**src/rtl/stereo_pkg.sv**
```systemverilog
// Shared definitions for the stereo disparity front end.
// Holds the packer FSM state encoding, default image geometry and the
// packed BRAM word type (lane 0 in the least significant byte).
package stereo_pkg;

  typedef enum logic [1:0] {
    IDLE     = 2'd0,
    WAIT_SOF = 2'd1,
    CAPTURE  = 2'd2,
    DONE     = 2'd3
  } packer_state_t;

  localparam int PIX_W         = 8;
  localparam int BLOCK_SIZE    = 6;
  localparam int IMG_COLS      = 240;
  localparam int IMG_ROWS      = 320;
  localparam int WORDS_PER_ROW = IMG_COLS / BLOCK_SIZE;

  typedef logic [BLOCK_SIZE-1:0][PIX_W-1:0] packed_word_t;

endpackage

```
**src/rtl/stereo_frame_packer_if.sv**
```systemverilog
// Pixel-stream and BRAM write-port bundle for one eye's frame packer.
//   pixel_valid_in / pixel_in / sof_in : raster pixel stream into the packer
//   bram_we_out / bram_addr_out / bram_din_out : word write port to image BRAM
// slave  = packer view (consumes pixels, drives BRAM port)
// master = source/memory view
interface stereo_frame_packer_if #(
  parameter int PIX_W      = 8,
  parameter int BLOCK_SIZE = 6,
  parameter int ADDR_W     = 14
);
  logic                        pixel_valid_in;
  logic [PIX_W-1:0]            pixel_in;
  logic                        sof_in;
  logic                        bram_we_out;
  logic [ADDR_W-1:0]           bram_addr_out;
  logic [PIX_W*BLOCK_SIZE-1:0] bram_din_out;

  modport master (
    output pixel_valid_in, pixel_in, sof_in,
    input  bram_we_out, bram_addr_out, bram_din_out
  );

  modport slave (
    input  pixel_valid_in, pixel_in, sof_in,
    output bram_we_out, bram_addr_out, bram_din_out
  );
endinterface

```
**src/rtl/pixel_word_packer.sv**
```systemverilog
// Packs accepted pixels into BLOCK_SIZE-lane words.
//   clk, rst      : clock, asynchronous active-high reset
//   clear         : with accept, restarts packing; the pixel becomes lane 0
//   accept, pixel : pixel to store in the current lane
//   word_complete : combinational, this accepted pixel fills the last lane
//   word_valid    : one-cycle pulse the cycle after word_complete
//   word          : last completed word, held until the next completion
module pixel_word_packer #(
  parameter int PIX_W      = 8,
  parameter int BLOCK_SIZE = 6
) (
  input  logic                        clk,
  input  logic                        rst,
  input  logic                        clear,
  input  logic                        accept,
  input  logic [PIX_W-1:0]            pixel,
  output logic                        word_complete,
  output logic                        word_valid,
  output logic [PIX_W*BLOCK_SIZE-1:0] word
);
  localparam int LANE_W = (BLOCK_SIZE > 1) ? $clog2(BLOCK_SIZE) : 1;
  localparam logic [LANE_W-1:0] LAST_LANE = LANE_W'(BLOCK_SIZE - 1);

  logic [LANE_W-1:0]                lane;
  logic [BLOCK_SIZE-1:0][PIX_W-1:0] shift;
  logic [BLOCK_SIZE-1:0][PIX_W-1:0] filled;
  logic [BLOCK_SIZE-1:0][PIX_W-1:0] seeded;

  // filled: current partial word with this pixel dropped into its lane
  // seeded: fresh word holding only this pixel (resync / first pixel)
  always_comb begin
    filled       = shift;
    filled[lane] = pixel;
    seeded       = '0;
    seeded[0]    = pixel;
  end

  // A clearing pixel never completes a word: the partial word is abandoned.
  assign word_complete = accept && !clear && (lane == LAST_LANE);

  always_ff @(posedge clk or posedge rst) begin
    if (rst) begin
      lane       <= '0;
      shift      <= '0;
      word       <= '0;
      word_valid <= 1'b0;
    end else begin
      word_valid <= word_complete;
      if (accept) begin
        if (clear) begin
          shift <= seeded;
          lane  <= LANE_W'(1);
        end else begin
          shift <= filled;
          if (lane == LAST_LANE) begin
            lane <= '0;
            word <= filled;
          end else begin
            lane <= lane + 1'b1;
          end
        end
      end
    end
  end
endmodule

```
**src/rtl/stereo_frame_packer.sv**
```systemverilog
// Frame packer for one eye: captures one raster frame after start_in,
// packs BLOCK_SIZE pixels per word and writes the words row-major into
// the eye's image BRAM, then pulses frame_done_out.
//   clk_in, rst_in : clock, asynchronous active-high reset
//   start_in       : arm capture of one frame (only honoured in IDLE)
//   bus (slave)    : pixel stream in, BRAM write port out
//   busy_out       : high whenever not IDLE
//   frame_done_out : one-cycle pulse after the final word write
//   error_out      : sticky, set by an unexpected sof during capture
module stereo_frame_packer #(
  parameter int PIX_W      = stereo_pkg::PIX_W,
  parameter int BLOCK_SIZE = stereo_pkg::BLOCK_SIZE,
  parameter int COLS       = stereo_pkg::IMG_COLS,
  parameter int ROWS       = stereo_pkg::IMG_ROWS,
  parameter int ADDR_W     = $clog2(ROWS * COLS / BLOCK_SIZE)
) (
  input  logic                 clk_in,
  input  logic                 rst_in,
  input  logic                 start_in,
  stereo_frame_packer_if.slave bus,
  output logic                 busy_out,
  output logic                 frame_done_out,
  output logic                 error_out
);
  import stereo_pkg::*;

  localparam int WORDS = ROWS * COLS / BLOCK_SIZE;
  localparam logic [ADDR_W-1:0] LAST_WORD = ADDR_W'(WORDS - 1);

  packer_state_t               state, state_nxt;
  logic                        sof_hit;
  logic                        accept;
  logic                        clear;
  logic                        word_complete;
  logic                        word_valid;
  logic [PIX_W*BLOCK_SIZE-1:0] word;
  logic [ADDR_W-1:0]           word_cnt;
  logic [ADDR_W-1:0]           addr_q;
  logic                        done_q;
  logic                        error_q;

  assign sof_hit = bus.pixel_valid_in && bus.sof_in;
  // WAIT_SOF only lets the tagged pixel through; CAPTURE takes every pixel.
  assign accept  = (state == CAPTURE && bus.pixel_valid_in) ||
                   (state == WAIT_SOF && sof_hit);
  assign clear   = sof_hit && (state == WAIT_SOF || state == CAPTURE);

  pixel_word_packer #(
    .PIX_W      (PIX_W),
    .BLOCK_SIZE (BLOCK_SIZE)
  ) u_packer (
    .clk           (clk_in),
    .rst           (rst_in),
    .clear         (clear),
    .accept        (accept),
    .pixel         (bus.pixel_in),
    .word_complete (word_complete),
    .word_valid    (word_valid),
    .word          (word)
  );

  always_comb begin
    state_nxt = state;
    case (state)
      IDLE:     if (start_in) state_nxt = WAIT_SOF;
      WAIT_SOF: if (sof_hit) state_nxt = CAPTURE;
      // Leaving on completion of the last word means DONE coincides with
      // its write cycle, so the done pulse follows the write by one cycle.
      CAPTURE:  if (word_complete && word_cnt == LAST_WORD) state_nxt = DONE;
      DONE:     state_nxt = IDLE;
      default:  state_nxt = IDLE;
    endcase
  end

  always_ff @(posedge clk_in or posedge rst_in) begin
    if (rst_in) begin
      state    <= IDLE;
      word_cnt <= '0;
      addr_q   <= '0;
      done_q   <= 1'b0;
      error_q  <= 1'b0;
    end else begin
      state  <= state_nxt;
      done_q <= (state == DONE);
      if (state == IDLE && start_in) error_q <= 1'b0;
      else if (state == CAPTURE && sof_hit) error_q <= 1'b1;
      // Rows are word aligned, so the linear word count is the address.
      if (clear) begin
        word_cnt <= '0;
      end else if (word_complete) begin
        addr_q   <= word_cnt;
        word_cnt <= word_cnt + 1'b1;
      end
    end
  end

  assign bus.bram_we_out   = word_valid;
  assign bus.bram_addr_out = addr_q;
  assign bus.bram_din_out  = word;
  assign busy_out          = (state != IDLE);
  assign frame_done_out    = done_q;
  assign error_out         = error_q;
endmodule

```
**src/flat_wrapper.sv**
```systemverilog
// flat-port wrapper written by rule: the top's interface ports become plain ports
module stereo_frame_packer_flat import stereo_pkg::*;
#(
  parameter int PIX_W      = stereo_pkg::PIX_W,
  parameter int BLOCK_SIZE = stereo_pkg::BLOCK_SIZE,
  parameter int COLS       = stereo_pkg::IMG_COLS,
  parameter int ROWS       = stereo_pkg::IMG_ROWS,
  parameter int ADDR_W     = $clog2(ROWS * COLS / BLOCK_SIZE)
)
  (clk_in, rst_in, start_in, busy_out, frame_done_out, error_out, bus_pixel_valid_in, bus_pixel_in, bus_sof_in, bus_bram_we_out, bus_bram_addr_out, bus_bram_din_out);
  stereo_frame_packer_if #(.PIX_W(PIX_W), .BLOCK_SIZE(BLOCK_SIZE), .ADDR_W(ADDR_W)) bus_i ();
  input  logic clk_in;
  input  logic rst_in;
  input  logic start_in;
  output logic busy_out;
  output logic frame_done_out;
  output logic error_out;
  input wire logic [$bits(bus_i.pixel_valid_in)-1:0] bus_pixel_valid_in;
  input wire logic [$bits(bus_i.pixel_in)-1:0] bus_pixel_in;
  input wire logic [$bits(bus_i.sof_in)-1:0] bus_sof_in;
  output wire logic [$bits(bus_i.bram_we_out)-1:0] bus_bram_we_out;
  output wire logic [$bits(bus_i.bram_addr_out)-1:0] bus_bram_addr_out;
  output wire logic [$bits(bus_i.bram_din_out)-1:0] bus_bram_din_out;
  assign bus_i.pixel_valid_in = bus_pixel_valid_in;
  assign bus_i.pixel_in = bus_pixel_in;
  assign bus_i.sof_in = bus_sof_in;
  assign bus_bram_we_out = bus_i.bram_we_out;
  assign bus_bram_addr_out = bus_i.bram_addr_out;
  assign bus_bram_din_out = bus_i.bram_din_out;
  stereo_frame_packer #(.PIX_W(PIX_W), .BLOCK_SIZE(BLOCK_SIZE), .COLS(COLS), .ROWS(ROWS), .ADDR_W(ADDR_W)) u_core (.clk_in(clk_in), .rst_in(rst_in), .start_in(start_in), .bus(bus_i), .busy_out(busy_out), .frame_done_out(frame_done_out), .error_out(error_out));
endmodule
```
**config.mk**
```make
export PLATFORM = sky130hd
export DESIGN_NAME = stereo_frame_packer_flat
export DESIGN_NICKNAME = d
export VERILOG_FILES = /design/src/rtl/stereo_pkg.sv /design/src/rtl/stereo_frame_packer_if.sv /design/src/rtl/pixel_word_packer.sv /design/src/rtl/stereo_frame_packer.sv /design/src/flat_wrapper.sv
export SDC_FILE = /design/constraint.sdc
export NUM_CORES = 1
export LEC_CHECK = 0
export BUFFER_PORTS_ARGS = -buffer_cell sky130_fd_sc_hd__buf_2
export CAP_MARGIN = 20
export CORE_MARGIN = 4
export CORE_UTILIZATION = 60
export CTS_CLUSTER_SIZE = 10
export DETAILED_ROUTE_END_ITERATION = 7
export PLACE_DENSITY = 0.89
export SLEW_MARGIN = 20
export SYNTH_ARGS = -nofsm -noshare
export SYNTH_HDL_FRONTEND = slang
export SYNTH_SLANG_ARGS = --single-unit
```
**constraint.sdc**
```tcl
create_clock -name clk_in -period 10.8 [get_ports clk_in]
set_input_delay 1.08 -clock clk_in [delete_from_list [all_inputs] [get_ports clk_in]]
set_output_delay 1.08 -clock clk_in [all_outputs]
set_load 0.005 [all_outputs]
```
==> flow_summary_export.csv, run 1 <==
group,metric,value,unit
run_status,status,"complete, no violations",
layout,drive_above_1_share,0.2304,
drt,post_drt_wl_per_cell,18.24,um
critical_path,cpMostUsedCell,"nand2_1",
cts,cts_tree,"done",
critical_path,crit_family,"buffers and inverters",
logic_synthesis,synth_cell_types,45,
logic_synthesis,synth_edf_count,0,
sta,finalHoldViolations,0,
critical_path,path_max_fanout,83,
layout,nFillCells,564,
drt,ant_nets,0,
floorplanning,fp.dieW,101.9,um
critical_path,cp_cell_sequence,"inv_1 > ha_1 > a21o_1 > nand3_2 > buf_4 > inv_2 > nand2_1 > nand2_1",
sta,final_max_slew_viol_count,0,
logic_synthesis,yosysMostFrequentCell,"nand2_1",
critical_path,cp-end-kind,"flop",
drt,vias,4057,
logic_synthesis,synth_cells,496,
pwr,power,1370,uW
sta,worst_slack,7.902,ns
sta,rsz0062_at_grt,"no",
global_route,antenna_found_initial,0,
pwr,p_per_area,219.1,nW/um^2
run,drv_cap,0,
sta,setup-tns-final,0,ns
drt,dr.pass1.iters,6,
pwr,comb_power_share,0.135,
logic_synthesis,synth_ff_type,"dfrtp_1",
floorplanning,initial_utilization,0.6129,
layout,nets,579,
drt,wl,12.42,mm
placed_design,dp_slack,7.582,ns
sta,tightestPinTransition,0.8368,ns
critical_path,critPathArrivalTime,3.29,ns
pwr,clkPwrFrac,0.433,
cts,clkLatencyLatePin,0.51,ns
cts,ctsResizeCount,0,
cts,cts.sinks,124,
sta,max_freq,0.3451,GHz
placed_design,portBuffers,78,
critical_path,required,11.19,ns
sta,setup_violations,0,
layout,area_delta_synth_final,18.13,%
global_route,grt_first_pass_wirelength,20.47,mm
floorplanning,die_area,10390,um^2
critical_path,critPathBufInv,3,
logic_synthesis,ys_ff_latch,124,
logic_synthesis,synth_nets,515,
floorplanning,fp.dieH,101.9,um
layout,diodes,0,
critical_path,cpPeakStageDelay,0.59,ns
cts,ctsRootBufferMaster,"clkbuf_8",
logic_synthesis,yosys.area.top_type,"dfrtp_1",
cts,postCtsSetupBuffers,0,
cts,clk_pin_slew,0.06,ns
logic_synthesis,yosys_warnings,0,
logic_synthesis,synth.yosys.seq_area_share,0.5863,
logic_synthesis,synthArstFlopShare,1.000,
drt,viasPerCell,5.957,
hold_path,hp-class,"flop to flop",
cts,cts_buffer_depth,2,
pwr,power_switching_share,0.2633,
global_route,grt_util_met3,0.05666,
layout,seq_area,3103,um^2
pwr,vdd.ir_drop.worst,0.0001527,V
floorplanning,num_io_pins,79,
critical_path,worstSetupStartpointType,"flop",
placed_design,dp_cells,649,
critical_path,critical_path_class,"flop to flop",
drt,route.detailed.drc,0,
global_route,grt_overflow_total,0,
pwr,seqPwrFrac,0.432,
placed_design,dp_hpwl,7.254,mm
logic_synthesis,avgSynthCellArea,10.67,um^2
sta,slew_headroom,0.4413,
global_route,use_met2,0.4130,
placed_design,routabilityCongestion,0.8182,
floorplanning,core_area,8636,um^2
layout,final_cells,681,
sta,fin_crit_sh,0.2683,
pwr,p_switching,360.7,uW
global_route,grt_util_all_layers,0.2552,
cts,numCtsBuffers,17,
critical_path,critPathSlowestCell,"buf_4",
pwr,p_int,1009,uW
logic_synthesis,synthTopCellsByCount,"nand2_1, dfrtp_1, a32o_1, mux2i_1, o21ai_0",
global_route,grt_pass1_vias,4020,
floorplanning,rows,34,
global_route,busiest_layer,"met2",
global_route,grt_use_met1,0.3414,
drt,drt_iter0_markers,288,
logic_synthesis,synth_top_area_frac,0.5863,
layout,multiInputGateArea,1953,um^2
logic_synthesis,syn_area,5293,um^2
sta,finClkSkew,0.007251,ns
sta,period_needed,2.898,ns
cts,cts-hold-fix-buffers,0,
pwr,cellLeakagePower,0.003307,uW
global_route,grt_start_max_net_pins,84,
cts,htreeDepth,4,
logic_synthesis,synthTopCellsByArea,"dfrtp_1, nand2_1, a32o_1, mux2i_1, o21ai_0",
## power groups by stage
stage | combinational [uW] | sequential, uW | clock (uW)
final | 184 | 592 | 594
after global routing | 208 | 599 | 620
after CTS | 186 | 590 | 597
after detailed placement | 182 | 594 | 0
after global placement | 175 | 592 | 0
after floorplan | 105 | 590 | 0
## tightest hold or removal path, cell delays in order (launching register included)
cell and delay [ns]:
dfrtp_1 0.34, nand2_1 0.05, nand2_1 0.05
## registers in the layout (all words and copies together), names as in the netlist
signal	flops
u_core.u_packer.word	48
u_core.u_packer.lane	3
u_core.error_out	1
u_core.u_packer.word_valid	1
u_core.state	2
u_core.frame_done_out	1
u_core.u_packer.shift	40
u_core.word_cnt	14
u_core.bus.bram_addr_out	14
## path summary, 6_finish.rpt
path | end | start | cells past startpoint | slack (ns)
setup / recovery | u_core.u_packer.word[35]$_DFFE_PP0P_ | u_core.state[0]$_DFFE_PP0P_ | 8 | 7.90
hold / removal | u_core.u_packer.word[4]$_DFFE_PP0P_ | u_core.u_packer.shift[4]$_DFFE_PP0P_ | 2 | 0.47
setup reg to reg | u_core.u_packer.word[35]$_DFFE_PP0P_ | u_core.state[0]$_DFFE_PP0P_ | 8 | 7.90
hold reg to reg | u_core.u_packer.word[4]$_DFFE_PP0P_ | u_core.u_packer.shift[4]$_DFFE_PP0P_ | 2 | 0.47
max in group asynchronous | u_core.u_packer.lane[0]$_DFFE_PP0P_ | rst_in | 3 | 8.82
min in group asynchronous | u_core.state[1]$_DFFE_PP0P_ | rst_in | 2 | 0.67
## area by class of cell
| cell class | instances | share of cell area |
|---|---|---|
| clock inverters | 13 | 0.03062 |
| repair buffers | 81 | 0.06604 |
| inverters | 6 | 0.004002 |
| flip-flops and latches | 124 | 0.4963 |
| clock buffers | 19 | 0.06904 |
| well taps | 108 | 0.02161 |
| multi-input cells | 330 | 0.3124 |
## layer usage
metal / vias up / routed length [um] / part of all wire
li1: 1833 / - / -
met1: 1997 / 5140 / 0.41
met2: 200 / 6116 / 0.49
met3: 27 / 905 / 0.073
met4: 0 / 258 / 0.021
met5: - / 0 / 0
## cells by family after synthesis
family | share of synthesized area
buffers and inverters | 0.04468
adders and majority gates | 0.01418
AOI/OAI and AO/OA | 0.1097
muxes | 0.06714
DFF | 0.5863
and+or+nand+nor | 0.1780
## layout by cell type, fill, tap and decap left out, types with 3 or more instances in the layout
cell,n
clkinv_4,4
mux2i_1,25
o21ai_2,3
buf_2,78
a31oi_1,3
clkinvlp_4,3
and2_1,6
o21ai_0,22
a22o_1,8
a21oi_1,5
ha_1,6
inv_1,4
clkbuf_16,16
nor2_1,5
and3_1,4
nand3_1,4
bufinv_16,4
nand4_1,3
nand2_1,173
dfrtp_1,124
a32o_1,25
nor3b_1,3
and4_1,3
buf_4,3
mux2_2,8
## stage by stage
step,hold WS (ns),area [um^2],utilization
floorplan,0.4324,5293,-
global placement,0.4414,5629,0.6518
detailed placement,0.4561,5629,0.6518
CTS,0.4732,6252,0.7240
global route,0.4979,6252,0.7240
finish,0.4676,6252,0.7240
Note: power is estimated with default switching activity, not from simulation.
==> run 2: changes to the inputs <==
--- a/config.mk
+++ b/config.mk
@@ -8,10 +8,10 @@
 export BUFFER_PORTS_ARGS = -buffer_cell sky130_fd_sc_hd__buf_2
 export CAP_MARGIN = 20
 export CORE_MARGIN = 4
-export CORE_UTILIZATION = 60
+export CORE_UTILIZATION = 56
 export CTS_CLUSTER_SIZE = 10
 export DETAILED_ROUTE_END_ITERATION = 7
-export PLACE_DENSITY = 0.89
+export PLACE_DENSITY = 0.85
 export SLEW_MARGIN = 20
 export SYNTH_ARGS = -nofsm -noshare
 export SYNTH_HDL_FRONTEND = slang
==> constraint.sdc (replaced) <==
create_clock -name clk_in -period 2.8 [get_ports clk_in]
set_input_delay 0.28 -clock clk_in [delete_from_list [all_inputs] [get_ports clk_in]]
set_output_delay 0.28 -clock clk_in [all_outputs]
set_load 0.005 [all_outputs]
==> run 2 against run 1 <==
Against the previous run:
- combinational power increased to 4.0 times the previous value
- via count grew 0.32%
- clock skew increased by 0.0013 ns
- sequential cell count stayed put
- core utilization fell by 3.8 points
- maximum frequency increased by 20%
- setup slack worse by 7.5 ns
- critical path type unchanged
==> flow_summary_export.csv, run 2 (synthesis gave the netlist of run 1 again) <==
group,metric,value,unit
run_status,status,"complete, no violations",
floorplanning,die_area,11070,um^2
layout,diodes,0,
pwr,vdd.ir_drop.worst,0.0005428,V
critical_path,path_max_fanout,49,
critical_path,r2r_end,"u_core.word_cnt[2]$_DFFE_PP0P_",
cts,cts_tree,"done",
sta,setup-tns-final,0,ns
placed_design,dp_hpwl,7.639,mm
floorplanning,rows,35,
drt,wl,12.65,mm
hold_path,hp-class,"primary input to flop",
cts,cts.sinks,124,
critical_path,critPathSlowestCell,"dfrtp_1",
layout,largest_register_ffs,48,
sta,tightestPinTransition,0.6020,ns
drt,vias,4070,
pwr,seqPwrFrac,0.437,
critical_path,critPathArrivalTime,2.86,ns
cts,ctsResizeCount,0,
critical_path,cp_cell_sequence,"inv_1 > ha_1 > a21boi_4 > nand3_2 > buf_4 > inv_2 > buf_4 > nand2_1 > mux2i_1",
critical_path,cpMostUsedCell,"buf_4",
global_route,grt_pass1_vias,4190,
drt,drt_iter0_markers,294,
global_route,grt_util_all_layers,0.2387,
drt,post_drt_wl_per_cell,17.81,um
pwr,p_switching,1398,uW
floorplanning,fp.dieH,105.2,um
hold_path,min_to,"u_core.u_packer.word[40]$_DFFE_PP0P_",
hold_path,min_from,"bus_pixel_in[0]",
placed_design,dp_slack,0.4746,ns
pwr,comb_power_share,0.142,
critical_path,worstSetupStartpointType,"flop",
layout,area_delta_synth_final,19.79,%
pwr,p_int,3808,uW
critical_path,cpPeakStageDelay,0.43,ns
global_route,grt_overflow_total,0,
global_route,grt_first_pass_wirelength,21.02,mm
sta,worst_slack,0.3835,ns
critical_path,rr_startpoint,"u_core.state[1]$_DFFE_PP0P_",
sta,setup_violations,0,
pwr,clkPwrFrac,0.421,
floorplanning,fp.dieW,105.2,um
sta,slew_headroom,0.5960,
critical_path,reg2regPathDepth,9,
cts,numCtsBuffers,17,
floorplanning,num_io_pins,79,
critical_path,ff2ff_setup_slack,0.38,ns
cts,ctsRootBufferMaster,"clkbuf_8",
placed_design,portBuffers,78,
drt,route.detailed.drc,0,
critical_path,required,3.24,ns
layout,fin_area,6340,um^2
placed_design,routabilityCongestion,0.8779,
drt,ant_nets,0,
sta,max_freq,0.4138,GHz
sta,period_needed,2.416,ns
layout,nets,588,
sta,finalHoldViolations,0,
cts,clk_pin_slew,0.06,ns
drt,viasPerCell,5.732,
sta,final_max_slew_viol_count,0,
hold_path,holdPathStages,3,
sta,finClkSkew,0.008521,ns
critical_path,critical_path_class,"flop to flop",
layout,mostFrequentLayoutCell,"nand2_1",
run,drv_cap,0,
cts,clkLatencyLatePin,0.52,ns
cts,htreeDepth,4,
pwr,power_switching_share,0.2685,
layout,drive_above_1_share,0.2410,
floorplanning,initial_utilization,0.5728,
pwr,p_per_area,821.2,nW/um^2
floorplanning,core_area,9240,um^2
cts,cts_buffer_depth,2,
layout,top_regs,"u_core.u_packer.word (48), u_core.u_packer.shift (40)",
drt,dr.pass1.iters,5,
sta,fin_crit_sh,0.8630,
global_route,antenna_found_initial,0,
critical_path,cp-end-kind,"flop",
sta,rsz0062_at_grt,"no",
cts,postCtsSetupBuffers,0,
layout,final_cell_mix,"nand2_1, dfrtp_1, buf_2",
layout,top_register,"u_core.u_packer.word",
pwr,cellLeakagePower,0.003335,uW
placed_design,placed_area,5727,um^2
global_route,grt_start_max_net_pins,58,
## run 2: cell types whose count changed in the layout (fill, tap and decap cells not counted), moves of 2 or more
cell	before	now
clkinv_4	4	2
dlygate4sd3_1	0	2
clkinvlp_4	3	5
buf_4	3	9
## run 2: area by class of cell
type / count / area (um^2)
Tap cell: 129 / 161.4
Sequential cell: 124 / 3103
Clock buffer: 18 / 427.9
Inverter: 6 / 26.28
Fill cell: 636 / 2900
Multi-Input combinational cell: 330 / 1958
Timing Repair Buffer: 90 / 498.0
Clock inverter: 13 / 165.2
## run 2: how the worst max path moves through the flow
stage                           startpoint  cells past startpoint                                   end
2_1_floorplan  u_core.state[0]$_DFFE_PP0P_                      6  u_core.u_packer.shift[0]$_DFFE_PP0P_
3_3_place_gp   u_core.state[0]$_DFFE_PP0P_                      8        u_core.word_cnt[1]$_DFFE_PP0P_
3_5_place_dp   u_core.state[0]$_DFFE_PP0P_                      9        u_core.word_cnt[2]$_DFFE_PP0P_
4_1_cts        u_core.state[1]$_DFFE_PP0P_                      9        u_core.word_cnt[2]$_DFFE_PP0P_
5_1_grt        u_core.state[1]$_DFFE_PP0P_                      9        u_core.word_cnt[2]$_DFFE_PP0P_
6_report       u_core.state[1]$_DFFE_PP0P_                      9        u_core.word_cnt[2]$_DFFE_PP0P_
## run 2: per-layer routing
layer	wire length [um]	vias up	share of wire	track usage
met5	0	-	0	0
met4	255	0	0.020	0.1068
met3	925	25	0.073	0.05205
met2	6119	181	0.48	0.3720
met1	5348	2025	0.42	0.3232
li1	-	1839	-	-
## run 2: through the flow
step	utilization	instances	total power, uW	hold WS, ns
after floorplan	-	496	2679	0.3702
after global placement	0.6198	677	2965	0.3133
after detailed placement	0.6198	677	3004	0.3250
after CTS	0.6861	710	5219	0.06379
after global routing	0.6861	710	5425	0.07815
final	0.6861	710	5206	0.08492
## run 2: power by group through the flow
stage                     Sequential [uW]  Combinational (uW)  Clock (uW)
final                                2270                 738        2190
after floorplan                      2270                 404           0
after global placement               2270                 692           0
after global routing                 2300                 825        2300
after detailed placement             2280                 724           0
after CTS                            2270                 747        2200
## run 2: repair_timing
item / 4_1_cts / 5_1_grt
hold endpoints to repair: 19 / 0
setup endpoints to repair: 0 / 0
hold buffers: 2 / 0
## run 2: critical path: cells and delay by family, from the launching register on
kind                     cells  cell delay, ns
buffers and inverters        4            0.82
multiplexers                 1            0.13
flip-flops                   1            0.43
AO/OA/AOI/OAI                1            0.31
adder cells (fa/ha/maj)      1            0.39
AND/OR/NAND/NOR              2            0.24
